===== src/rtl/storage_arbiter.sv =====
// storage_arbiter: arbitrates a management Wishbone port (read/write) and a
// user-project Wishbone port (read-only) onto two single-port SRAM macros.
// Every access takes four cycles: IDLE -> ACCESS -> CAPTURE -> DONE.
// The macro strobe is driven in ACCESS. Read data is registered in CAPTURE.
// The ack is registered out of DONE, so it is seen in the cycle after DONE.
// Optional build macro: STORAGE_ARB_FIXED_PRIO_EN. When it is defined, mgmt
// always wins a conflict. By default, conflicts are resolved round-robin.
module storage_arbiter (
  input  logic        wb_clk_i,
  input  logic        wb_rst_i,
  input  logic        mgmt_cyc_i,
  input  logic        mgmt_stb_i,
  input  logic        mgmt_we_i,
  input  logic [3:0]  mgmt_sel_i,
  input  logic [8:0]  mgmt_adr_i,
  input  logic [31:0] mgmt_dat_i,
  output logic        mgmt_ack_o,
  output logic [31:0] mgmt_dat_o,
  input  logic        user_cyc_i,
  input  logic        user_stb_i,
  input  logic [8:0]  user_adr_i,
  output logic        user_ack_o,
  output logic [31:0] user_dat_o,
  output logic        sram0_csb_o,
  output logic        sram1_csb_o,
  output logic        sram_web_o,
  output logic [3:0]  sram_wmask_o,
  output logic [7:0]  sram_addr_o,
  output logic [31:0] sram_din_o,
  input  logic [31:0] sram0_dout_i,
  input  logic [31:0] sram1_dout_i,
  output logic        busy_o
);

  typedef enum logic [1:0] {IDLE = 2'd0, ACCESS = 2'd1, CAPTURE = 2'd2, DONE = 2'd3} state_t;

  state_t      state_q, state_d;
  logic        win_mgmt_q, win_mgmt_d;
  logic        we_q, we_d;
  logic [3:0]  sel_q, sel_d;
  logic [8:0]  adr_q, adr_d;
  logic [31:0] dat_q, dat_d;
  logic        csb0_q, csb0_d, csb1_q, csb1_d;
  logic        web_q, web_d;
  logic [3:0]  wmask_q, wmask_d;
  logic [7:0]  addr_q, addr_d;
  logic [31:0] din_q, din_d;
  logic        mgmt_ack_q, mgmt_ack_d, user_ack_q, user_ack_d;
  logic [31:0] mgmt_dat_q, mgmt_dat_d, user_dat_q, user_dat_d;

  logic        mgmt_vld, user_vld, grant_mgmt;
  logic [31:0] rdata;

  assign mgmt_vld = mgmt_cyc_i & mgmt_stb_i;
  assign user_vld = user_cyc_i & user_stb_i;
  assign rdata    = adr_q[8] ? sram1_dout_i : sram0_dout_i;

`ifdef STORAGE_ARB_FIXED_PRIO_EN
  // Fixed priority: mgmt wins whenever it requests.
  assign grant_mgmt = mgmt_vld;
`else
  logic last_mgmt_q, last_mgmt_d;

  // Round-robin: on a conflict, mgmt wins unless it won the previous grant.
  assign grant_mgmt = mgmt_vld & (~user_vld | ~last_mgmt_q);

  // Record the winner of each grant. The reset value means the user won last.
  always_comb begin
    last_mgmt_d = last_mgmt_q;
    if (state_q == IDLE && (mgmt_vld || user_vld)) last_mgmt_d = grant_mgmt;
  end

  // Grant history register.
  always_ff @(posedge wb_clk_i) begin
    if (wb_rst_i) last_mgmt_q <= 1'b0;
    else          last_mgmt_q <= last_mgmt_d;
  end
`endif

  // Next state, latched transaction fields, and registered bus/macro outputs.
  always_comb begin
    state_d    = state_q;
    win_mgmt_d = win_mgmt_q;
    we_d       = we_q;
    sel_d      = sel_q;
    adr_d      = adr_q;
    dat_d      = dat_q;
    addr_d     = addr_q;
    din_d      = din_q;
    csb0_d     = 1'b1;
    csb1_d     = 1'b1;
    web_d      = 1'b1;
    wmask_d    = 4'h0;
    mgmt_ack_d = 1'b0;
    user_ack_d = 1'b0;
    mgmt_dat_d = mgmt_dat_q;
    user_dat_d = user_dat_q;
    case (state_q)
      IDLE: begin
        if (mgmt_vld || user_vld) begin
          win_mgmt_d = grant_mgmt;
          we_d       = grant_mgmt & mgmt_we_i;
          sel_d      = grant_mgmt ? mgmt_sel_i : 4'h0;
          adr_d      = grant_mgmt ? mgmt_adr_i : user_adr_i;
          dat_d      = grant_mgmt ? mgmt_dat_i : 32'h0;
          state_d    = ACCESS;
        end
      end
      ACCESS:  state_d = CAPTURE;
      CAPTURE: begin
        state_d = DONE;
        if (!we_q) begin
          if (win_mgmt_q) mgmt_dat_d = rdata;
          else            user_dat_d = rdata;
        end
      end
      DONE: begin
        state_d    = IDLE;
        mgmt_ack_d = win_mgmt_q;
        user_ack_d = ~win_mgmt_q;
      end
      default: state_d = IDLE;
    endcase
    // The macro pins are registered, so they are loaded on entry to ACCESS.
    if (state_d == ACCESS) begin
      csb0_d  = adr_d[8];
      csb1_d  = ~adr_d[8];
      web_d   = ~we_d;
      wmask_d = sel_d;
      addr_d  = adr_d[7:0];
      din_d   = dat_d;
    end
  end

  // FSM and registered outputs. Reset aborts any transaction in flight.
  always_ff @(posedge wb_clk_i) begin
    if (wb_rst_i) begin
      state_q    <= IDLE;
      win_mgmt_q <= 1'b0;
      we_q       <= 1'b0;
      sel_q      <= 4'h0;
      adr_q      <= 9'h0;
      dat_q      <= 32'h0;
      csb0_q     <= 1'b1;
      csb1_q     <= 1'b1;
      web_q      <= 1'b1;
      wmask_q    <= 4'h0;
      addr_q     <= 8'h0;
      din_q      <= 32'h0;
      mgmt_ack_q <= 1'b0;
      user_ack_q <= 1'b0;
      mgmt_dat_q <= 32'h0;
      user_dat_q <= 32'h0;
    end else begin
      state_q    <= state_d;
      win_mgmt_q <= win_mgmt_d;
      we_q       <= we_d;
      sel_q      <= sel_d;
      adr_q      <= adr_d;
      dat_q      <= dat_d;
      csb0_q     <= csb0_d;
      csb1_q     <= csb1_d;
      web_q      <= web_d;
      wmask_q    <= wmask_d;
      addr_q     <= addr_d;
      din_q      <= din_d;
      mgmt_ack_q <= mgmt_ack_d;
      user_ack_q <= user_ack_d;
      mgmt_dat_q <= mgmt_dat_d;
      user_dat_q <= user_dat_d;
    end
  end

  assign mgmt_ack_o   = mgmt_ack_q;
  assign user_ack_o   = user_ack_q;
  assign mgmt_dat_o   = mgmt_dat_q;
  assign user_dat_o   = user_dat_q;
  assign sram0_csb_o  = csb0_q;
  assign sram1_csb_o  = csb1_q;
  assign sram_web_o   = web_q;
  assign sram_wmask_o = wmask_q;
  assign sram_addr_o  = addr_q;
  assign sram_din_o   = din_q;
  assign busy_o       = (state_q != IDLE);

endmodule


===== config.mk =====
export PLATFORM = sky130hd
export DESIGN_NAME = storage_arbiter
export DESIGN_NICKNAME = d
export VERILOG_FILES = /design/src/rtl/storage_arbiter.sv
export SDC_FILE = /design/constraint.sdc
export NUM_CORES = 1
export LEC_CHECK = 0
export CAP_MARGIN = 25
export CELL_PAD_IN_SITES_DETAIL_PLACEMENT = 1
export CELL_PAD_IN_SITES_GLOBAL_PLACEMENT = 2
export CORE_MARGIN = 3
export CORE_UTILIZATION = 27
export DETAILED_ROUTE_END_ITERATION = 8
export GPL_TIMING_DRIVEN = 0
export PLACE_DENSITY = 0.81
export SETUP_SLACK_MARGIN = 0.15
export SLEW_MARGIN = 20
export SYNTH_ARGS = -nofsm -noshare
export SYNTH_HDL_FRONTEND = slang
export SYNTH_SLANG_ARGS = --single-unit

===== constraint.sdc =====
create_clock -name wb_clk_i -period 4.1 [get_ports wb_clk_i]
set_clock_uncertainty 0.05 [all_clocks]
set_input_delay 0.41 -clock wb_clk_i [delete_from_list [all_inputs] [get_ports wb_clk_i]]
set_output_delay 0.41 -clock wb_clk_i [all_outputs]
set_load 0.005 [all_outputs]

==> results.md, run 1 <==
- DR DRC count: 0
- Post-CTS Hold Buffers: 0
- Clock slew at reported path FFs: 0.07 ns
- CTS Root Cell: clkbuf_16
- Fin. Hold Viols: 0
- DR WL/cell: 18.6 um
- Vias per cell: 4.79
- First-pass GRT wire length: 34000 um
- VDD IR max: 0.000319 V
- Synthesis Warnings: 0
- Int Power: 3.93 mW
- Num Clock Sinks: 162
- Met1 GRT Util: 0.223
- CP Class: reg -> reg
- Largest cells by area after synthesis: dfxtp_1, a211oi_1, nor2_1
- Setup crit start kind: flop
- Part of the power in combinational logic: 0.382
- Routed vias: 5605
- Top cell type's share of synthesized area: 0.542
- Synth-to-Final Area Change: 56.0%
- Reg-to-reg slack, setup: 1.77 ns
- Type of the most critical hold path: reg -> reg
- Pleak: 3.24 nW
- Filler cells: 2409
- Unrepaired setup endpoints after global routing: false
- Power density cells: 649 nW/um2
- Distinct cells, synth: 34
- Grt met3 use: 0.0663
- Initial Utilization: 0.279
- Max-cap violation count: 0
- DP HPWL: 16400 um
- Initial DRC count: 188
- Clk buf depth: 2
- Core area: 21400 um2
- Antenna violations before repair: 2
- Final period util: 0.569
- Final setup viols: 0
- Post-route ant nets: 0
- Crit end category: flop
- Clk_lat worst skew: 0.42 ns
- Avg Cell Area, Syn: 9.54 um2
- Synth cell count leaders: dfxtp_1, nor2_1, a211oi_1
- Synth area leader: dfxtp_1
- Met2 GRT Util: 0.302
- Switching Fraction: 0.351
- Worst hold slack: 0.408 ns
- Placed cell areas: 8700 um2
- Total setup buffers inserted after CTS: 0
- EDFF count, synth: 0
- CTS tree: built
- CP delay by family, top: compound AO/OA/AOI/OAI gates
- Design area: 9330 um2
- Reg-to-reg critical path startpoint: state_q[0]$_SDFF_PP0_
- Die footprint: 24000 um2
- Tot GR Track Use: 0.181
- Crit-path cells: inv_1 -> ha_1 -> nor2_1 -> a311oi_4 -> clkbuf_1 -> a211oi_1
- HP Start: adr_q[6]$_SDFF_PP0_
- Critical Path Slowest Stage Cell: a311oi_4
- Fraction of registers with async set or reset after synthesis: 0
- I/O pin cnt: 239
- Row count: 53
- TritonCTS Buffers: 17
- R2R cell count: 6
- Ant diodes: 0
- Final nets: 1012
- WL final: 21800 um
- Run status: completed
- Fmax: 429 MHz
- Clk pwr share: 0.280
- CP max FO: 10
- RR Endpoint: sram_din_o[16]$_SDFFE_PP0N_
- Synthesized netlist cell count: 627
- Hold endpoint: adr_q[6]$_SDFF_PP0_
- Share of layout cells above drive strength 1: 0.0580
- Buffers on Ports: 237
- Remaining global-route overflow: 0
- Flop pwr share: 0.339
- Setup TNS: 0 ns
- Mapped Nets: 756
- Max transition margin: 0.457
- Most frequent cell after synthesis: dfxtp_1
- Cell Area, Synth: 5980 um2
- Worst path buffer plus inverter count: 2
- Worst Path Required: 4.34 ns
- Critical path origin: state_q[0]$_SDFF_PP0_
- GR peak layer: met2
- Vias in the first global route: 5987
- Die Span X: 155 um
- Post-cts sizing count: 0
- First drt pass iteration count: 4
- Post-synth top flop: dfxtp_1
- H-tree lvl count: 4
- Tmin final: 2.33 ns
- Worst hold stages: 2
- Register area share after synthesis: 0.542
- FF+latch count, synth: 162
- Gpl congestion: 0.751
- Die height: 155 um
- Net Switching: 2.13 mW
- Worst slew pin tran: 0.808 ns
- Max-slew violations: 0
- Slowest cell delay on critical path: 0.55 ns
- Arrival @ worst endpoint: 2.57 ns
- Largest net degree at the start of global routing: 17
power by group through the flow:
stage / sequential (mW) / combinational [mW] / clock [mW]
finish: 2.05 / 2.31 / 1.69
global route: 2.09 / 2.58 / 1.81
CTS: 2.06 / 2.36 / 1.75
detailed placement: 2.09 / 2.34 / 0
global placement: 2.08 / 2.31 / 0
floorplan: 2.09 / 1.22 / 0
worst max-delay path by stage:
stage | to | depth (start not counted)
after floorplan | sram_addr_o[0]$_SDFFE_PP0N_ | 5
after global placement | sram_addr_o[1]$_SDFFE_PP0N_ | 5
after detailed placement | sram_din_o[29]$_SDFFE_PP0N_ | 7
after CTS | sram_din_o[5]$_SDFFE_PP0N_ | 6
after global routing | sram_addr_o[1]$_SDFFE_PP0N_ | 7
final | sram_din_o[16]$_SDFFE_PP0N_ | 6
layer usage:
layer	vias to the layer above	share of wire	routed length, um
li1	2773	-	-
met1	2631	0.43	9480
met2	177	0.47	10300
met3	20	0.080	1740
met4	4	0.013	278
met5	-	0.00096	21
layout by cell type (no fill, tap or decap), types with 17 or more instances in the layout:
master / netlist / routed
a211oi_1: 96 / 96
a22oi_1: 37 / 37
clkbuf_1: 33 / 33
clkbuf_16: 0 / 17
clkdlybuf4s50_1: 0 / 237
dfxtp_1: 162 / 162
mux2i_1: 32 / 32
nand2_1: 18 / 18
nor2_1: 137 / 137
state kept, by name, summed over array words and instances, names as in the netlist, named ones only:
name	cells
dat_q	32
sram_web_o	1
sram_din_o	32
sram1_csb_o	1
sram_wmask_o	4
adr_q	9
user_dat_o	32
sel_q	4
sram_addr_o	8
user_ack_o	1
state_q	2
mgmt_ack_o	1
sram0_csb_o	1
last_mgmt_q	1
mgmt_dat_o	32
worst min-delay path, stage by stage (launching register included):
cell	delay, ns
dfxtp_1	0.31
nand2_1	0.05
a21oi_1	0.05
stage by stage:
stage / util / total power [mW] / instances / setup slack (ns)
2_1_floorplan: - / 3.31 / 627 / 2.26
3_3_place_gp: 0.406 / 4.39 / 1139 / 1.38
3_5_place_dp: 0.406 / 4.43 / 1139 / 1.53
4_1_cts: 0.436 / 6.16 / 1171 / 1.73
5_1_grt: 0.436 / 6.49 / 1171 / 1.55
6_report: 0.436 / 6.06 / 1171 / 1.77
final cells by class:
cell class                 instances  area [um2]  area share
sequential                       162        3240       0.348
multi-input combinational        406        2480       0.265
timing repair buffer             237        2370       0.254
clock buffer                      17         425      0.0456
tap                              275         344      0.0369
buffer                            56         255      0.0274
clock inverter                    15         201      0.0216
inverter                           3        11.3     0.00121
cell families after synthesis:
| group | synth area share |
|---|---|
| AND/OR/NAND/NOR | 0.130 |
| multiplexers | 0.0536 |
| flip-flops | 0.542 |
| buffers and inverters | 0.0446 |
| adder cells (fa/ha/maj) | 0.00837 |
| AO/OA/AOI/OAI | 0.221 |
(Power assumes the default switching activity.)
==> inputs of run 2 (changes only) <==
CORE_UTILIZATION = 25   (was 27)
PLACE_DENSITY = 0.76   (was 0.81)
clock period = 2.3 ns   (was 4.1 ns; I/O delays follow)
==> run 2 against run 1 <==
Compared with the run above:
- combinational power increased by 85%
- total power up 82%
- clock-buffer cell count rose by 1
- wire length up 1.7%
- register-to-register slack worse by 1.4 ns
- sequential cell count stayed put
- utilization decreased by 2.6 points
- die area increased by 7.7%
- critical path depth fell by 2
- critical path type is now reg -> out
- critical endpoint is now busy_o
- largest cell class unchanged
- highest routed layer unchanged
==> results.md, run 2 (same netlist as run 1, synthesis figures left out) <==
- Routed vias: 5628 (was 5605)
- CP Class: reg -> out (was reg -> reg)
- Pleak: 3.31 nW (was 3.24 nW)
- Setup crit start kind: flop (unchanged)
- Slowest cell delay on critical path: 0.56 ns (was 0.55 ns)
- First drt pass iteration count: 4 (unchanged)
- Switching Fraction: 0.351 (about the same)
- Run status: completed (unchanged)
- Core area: 23100 um2 (was 21400 um2)
- Power density cells: 1170 nW/um2 (was 649 nW/um2)
- Fin. Hold Viols: 0 (unchanged)
- Die height: 161 um (was 155 um)
- Clk_lat worst skew: 0.42 ns (about the same)
- TritonCTS Buffers: 17 (unchanged)
- Fmax: 475 MHz
- Buffers on Ports: 237 (unchanged)
- Part of the power in combinational logic: 0.386 (was 0.382)
- DR DRC count: 0 (unchanged)
- Final setup viols: 0 (unchanged)
- Ant diodes: 0 (unchanged)
- CTS tree: built (unchanged)
- Setup TNS: 0 ns (unchanged)
- Post-route ant nets: 0 (unchanged)
- Clk buf depth: 2 (unchanged)
- Num Clock Sinks: 162 (unchanged)
- H-tree lvl count: 4 (unchanged)
- Die Span X: 161 um (was 155 um)
- Arrival @ worst endpoint: 1.83 ns (was 2.57 ns)
- Clk pwr share: 0.282 (was 0.280)
- Share of layout cells above drive strength 1: 0.0780 (was 0.0580)
- Max transition margin: 0.547 (was 0.457)
- Filler cells: 2606 (was 2409)
- Max-cap violation count: 0 (unchanged)
- Antenna violations before repair: 2 (unchanged)
- DR WL/cell: 18.4 um (was 18.6 um)
- CTS Root Cell: clkbuf_16 (unchanged)
- Worst hold slack: 0.327 ns (was 0.408 ns)
- Tot Pwr: 11.0 mW (was 6.06 mW)
- Max-slew violations: 0 (unchanged)
- Flop pwr share: 0.332 (was 0.339)
- Largest net degree at the start of global routing: 18 (was 17)
- Final period util: 0.916
- Die footprint: 25800 um2 (was 24000 um2)
- Net Switching: 3.87 mW (was 2.13 mW)
- Row count: 55 (was 53)
- Vias per cell: 4.65 (was 4.79)
- Initial DRC count: 170 (was 188)
- Most frequent cells in the layout: clkdlybuf4s50_1, dfxtp_1, nor2_1, a211oi_1, a22oi_1 (unchanged)
- Int Power: 7.17 mW (was 3.93 mW)
- First-pass GRT wire length: 34600 um (was 34000 um)
- Placed cell areas: 8750 um2 (was 8700 um2)
- Post-Route Utilization: 0.410 (was 0.436)
- CP delay by family, top: buffers and inverters (was compound AO/OA/AOI/OAI gates)
- Vias in the first global route: 5989 (was 5987)
- Worst path buffer plus inverter count: 3 (was 2)
- Initial Utilization: 0.259 (was 0.279)
- Crit-path cells: inv_2 -> ha_1 -> inv_1 -> clkdlybuf4s50_1 (was inv_1 -> ha_1 -> nor2_1 -> a311oi_4 -> clkbuf_1 -> a211oi_1)
- Remaining global-route overflow: 0 (unchanged)
- Gpl congestion: 0.740 (was 0.751)
- VDD IR max: 0.000533 V (was 0.000319 V)
- Synth-to-Final Area Change: 58.0% (was 56.0%)
- Post-CTS Hold Buffers: 0 (unchanged)
- WL final: 22200 um (was 21800 um)
- Final nets: 1013 (was 1012)
- Worst Path Required: 2.02 ns (was 4.34 ns)
- Design area: 9450 um2 (was 9330 um2)
- Critical Path Slowest Stage Cell: clkdlybuf4s50_1 (was a311oi_4)
- I/O pin cnt: 239 (unchanged)
- Type of the most critical hold path: in -> reg (was reg -> reg)
- Worst slew pin tran: 0.679 ns (was 0.808 ns)
- CP max FO: 6 (was 10)
- DP HPWL: 16500 um (was 16400 um)
- Crit end category: output port (was flop)
- Tmin final: 2.11 ns
- Clock slew at reported path FFs: 0.07 ns (about the same)
- Unrepaired setup endpoints after global routing: true (was false)
- Tot GR Track Use: 0.171 (was 0.181)
- Most common cell after layout, fill and taps aside: clkdlybuf4s50_1 (unchanged)
run 2: cell types whose count changed in the layout (fill, tap and decap cells not counted), sizes merged:
cell,before,now
clkbuf,50,54
clkinv,4,1
inv,9,12
buf,23,21
clkinvlp,2,1
run 2: power by group through the flow:
stage / registers, mW / clock network (mW) / logic [mW]
3_5_place_dp: 3.73 / 0 / 4.19
3_3_place_gp: 3.71 / 0 / 4.13
4_1_cts: 3.68 / 3.20 / 4.32
2_1_floorplan: 3.72 / 0 / 2.17
5_1_grt: 3.73 / 3.33 / 4.74
6_report: 3.67 / 3.11 / 4.27
run 2: area by class of cell:
| cell class | instances | area [um2] | share of cell area |
|---|---|---|---|
| Sequential cell | 162 | 3240 | 0.343 |
| Multi-Input combinational cell | 406 | 2490 | 0.264 |
| Timing Repair Buffer | 238 | 2390 | 0.253 |
| Clock buffer | 18 | 439 | 0.0465 |
| Tap cell | 313 | 392 | 0.0415 |
| Buffer | 56 | 272 | 0.0287 |
| Clock inverter | 14 | 203 | 0.0215 |
| Inverter | 3 | 11.3 | 0.00119 |
run 2: metrics by stage:
step	std cells	worst slack, ns
floorplan	627	0.461
global placement	1177	-0.293
detailed placement	1177	-0.106
CTS	1210	0.151
global route	1210	0.134
finish	1210	0.194
run 2: routing by layer:
metal	share of wire	GRT usage	wire length, um	vias up
met3	0.067	0.0536	1490	20
met2	0.47	0.280	10400	161
li1	-	-	-	2770
met1	0.46	0.218	10100	2673
met4	0.0094	0.0438	209	4
met5	0.0016	0	35	-
run 2: worst paths after layout:
check	startpoint	to	slack [ns]	cells past startpoint
max	state_q[0]$_SDFF_PP0_	busy_o	0.19	4
min	wb_rst_i	sram_web_o$_SDFF_PP1_	0.33	2
max reg2reg	state_q[0]$_SDFF_PP0_	mgmt_dat_o[18]$_SDFFE_PP0P_	0.32	6
min reg2reg	adr_q[2]$_SDFF_PP0_	adr_q[2]$_SDFF_PP0_	0.41	2
run 2: worst register-to-register path, stage by stage, from the launching register on:
cell and delay (ns):
dfxtp_1 0.33, inv_2 0.13, ha_1 0.22, and3b_1 0.18
buf_2 0.24, buf_1 0.52, a211oi_1 0.17
run 2: timing repair:
| action | in CTS | in global routing |
|---|---|---|
| endpoints found under the setup margin | 74 | 66 |
| setup buffers | 1 | 0 |
| resized for setup | 10 | 9 |
| pin swaps | 1 | 0 |
==> inputs of run 3 (changes only) <==
clock period = 2.1 ns   (was 2.3 ns; I/O delays follow)
==> run 3 against run 2 <==
Compared with the run above:
- critical path depth increased by 3
- design area grew 0.90%
- register-to-register slack worse by 0.07 ns
- sequential cell count did not move
- sequential share of layout area fell by 0.29 points
- utilization rose by 0.37 points
- global-route usage hardly changed
- largest power group unchanged
- clock power grew 9.6%
- total power rose by 11%
- non-clock buffer count increased by 2
- clock-buffer cell count unchanged
==> results.md, run 3 (same netlist as run 1, synthesis figures left out) <==
- Run status: completed (unchanged)
- Post-Place Cells: 1177 (unchanged)
- Crit-path cells: inv_4 -> ha_4 -> a311oi_4 -> buf_12 -> buf_4 -> nor2_1 -> a211oi_1 (was inv_2 -> ha_1 -> inv_1 -> clkdlybuf4s50_1)
- Tot GR Track Use: 0.171 (about the same)
- First drt pass iteration count: 4 (unchanged)
- Post-route ant nets: 0 (unchanged)
- Slowest cell delay on critical path: 0.39 ns (was 0.56 ns)
- TritonCTS Buffers: 17 (unchanged)
- Power density cells: 1290 nW/um2 (was 1170 nW/um2)
- Final setup viols: 0 (unchanged)
- Largest net degree at the start of global routing: 18 (unchanged)
- Final period util: 0.879
- First-pass GRT wire length: 34600 um (about the same)
- FF+latch area: 3240 um2 (about the same)
- Max transition margin: 0.547 (about the same)
- CTS Root Cell: clkbuf_16 (unchanged)
- Num Clock Sinks: 162 (unchanged)
- Die height: 161 um (unchanged)
- DP HPWL: 16500 um (unchanged)
- Max-slew violations: 0 (unchanged)
- Die footprint: 25800 um2 (unchanged)
- Multi-input gate area: 2530 um2 (was 2490 um2)
- Vias per cell: 4.67 (was 4.65)
- DR DRC count: 0 (unchanged)
- VDD IR max: 0.000584 V (was 0.000533 V)
- CTS tree: built (unchanged)
- I/O pin cnt: 239 (unchanged)
- WL final: 22300 um (was 22200 um)
- Critical Path Slowest Stage Cell: dfxtp_1 (was clkdlybuf4s50_1)
- H-tree lvl count: 4 (unchanged)
- DR WL/cell: 18.4 um (about the same)
- Most common cell after layout, fill and taps aside: clkdlybuf4s50_1 (unchanged)
- Ant diodes: 0 (unchanged)
- Row count: 55 (unchanged)
- Unrepaired setup endpoints after global routing: true (unchanged)
- Routed vias: 5661 (was 5628)
- Buffers on Ports: 237 (unchanged)
- Share of layout cells above drive strength 1: 0.0901 (was 0.0780)
- Design area: 9530 um2 (was 9450 um2)
- CP max FO: 10 (was 6)
- Vias in the first global route: 6003 (was 5989)
- CP Class: reg -> reg (was reg -> out)
- Most frequent cells in the layout: clkdlybuf4s50_1, dfxtp_1, nor2_1, a211oi_1, a22oi_1 (unchanged)
- Final nets: 1015 (was 1013)
- Synth-to-Final Area Change: 59.4% (was 58.0%)
- Setup crit start kind: flop (unchanged)
- Antenna violations before repair: 2 (unchanged)
- Core area: 23100 um2 (unchanged)
- Type of the most critical hold path: in -> reg (unchanged)
- Die Span X: 161 um (unchanged)
- Pleak: 3.34 nW (was 3.31 nW)
- Worst Path Required: 2.38 ns (was 2.02 ns)
- Clock slew at reported path FFs: 0.07 ns (about the same)
- Remaining global-route overflow: 0 (unchanged)
- Fin. Hold Viols: 0 (unchanged)
- Gpl congestion: 0.740 (unchanged)
- Crit end category: flop (was output port)
- Initial DRC count: 173 (was 170)
- Arrival @ worst endpoint: 2.13 ns (was 1.83 ns)
- Fmax: 542 MHz
- Final Non-Filler Cells: 1212 (was 1210)
- Placed cell areas: 8750 um2 (unchanged)
- Initial Utilization: 0.259 (unchanged)
- Worst slew pin tran: 0.680 ns (was 0.679 ns)
- Post-CTS Hold Buffers: 0 (unchanged)
- Clk buf depth: 2 (unchanged)
- Tmin final: 1.85 ns
- Max-cap violation count: 0 (unchanged)
- Clk_lat worst skew: 0.42 ns (about the same)
- Filler cells: 2603 (was 2606)
## run 3: changes by cell type in the layout (fill, tap and decap cells not counted), sizes merged
cell | before | now
clkbuf | 54 | 57
buf | 21 | 20
clkdlybuf4s50 | 237 | 236
dlygate4sd2 | 0 | 1
## run 3: per-stage QoR
stage / setup WS (ns) / hold WS [ns] / setup TNS (ns) / total power, mW / utilization
after floorplan: 0.261 / 0.332 / 0 / 6.46 / -
after global placement: -0.473 / 0.389 / -19.83 / 8.59 / 0.379
after detailed placement: -0.288 / 0.398 / -19.22 / 8.67 / 0.380
after CTS: 0.102 / 0.333 / 0 / 12.4 / 0.411
after global routing: 0.118 / 0.355 / 0 / 13.1 / 0.413
final: 0.255 / 0.306 / 0 / 12.3 / 0.413
## run 3: path summary, 6_finish.rpt
check                        startpoint                          to  slack (ns)  depth (start not counted)
setup / recovery  state_q[0]$_SDFF_PP0_  sram_din_o[2]$_SDFFE_PP0N_        0.25                          7
hold / removal                 wb_rst_i       sram_web_o$_SDFF_PP1_        0.31                          2
setup reg to reg  state_q[0]$_SDFF_PP0_  sram_din_o[2]$_SDFFE_PP0N_        0.25                          7
hold reg to reg     adr_q[2]$_SDFF_PP0_         adr_q[2]$_SDFF_PP0_        0.41                          2
## run 3: routing by layer
| metal | global-route usage | part of all wire |
|---|---|---|
| met4 | 0.0438 | 0.0094 |
| met1 | 0.218 | 0.45 |
| met3 | 0.0536 | 0.071 |
| met5 | 0 | 0.0016 |
| met2 | 0.280 | 0.47 |
## run 3: critical path, delay by kind of cell (launching register included)
| kind | cells | cell delay [ns] |
|---|---|---|
| AO/OA/AOI/OAI | 2 | 0.53 |
| adder cells (fa/ha/maj) | 1 | 0.28 |
| buffers and inverters | 3 | 0.45 |
| flip-flops | 1 | 0.39 |
| AND/OR/NAND/NOR | 1 | 0.06 |
## run 3: layout make-up
class / count / share of cell area
inverters: 3 / 0.00144
multi-input cells: 406 / 0.266
plain buffers: 56 / 0.0312
clock inverters: 14 / 0.0213
well taps: 313 / 0.0411
flip-flops and latches: 162 / 0.340
clock buffers: 18 / 0.0461
repair buffers: 240 / 0.252
## run 3: report_power, final
| part | switching (mW) | total [mW] | leakage, nW | internal [mW] |
|---|---|---|---|---|
| combinational | 2.53 | 4.84 | 1.71 | 2.31 |
| sequential | 0.316 | 4.02 | 1.32 | 3.71 |
| clock | 1.44 | 3.41 | 0.313 | 1.97 |
## run 3: repair_timing
item,in CTS,in global routing
gates cloned,0,0
endpoints found under the setup margin,134,120
gates resized for setup,23,22
endpoints found under the hold margin,0,0
buffers inserted,3,0
pin swaps,2,0
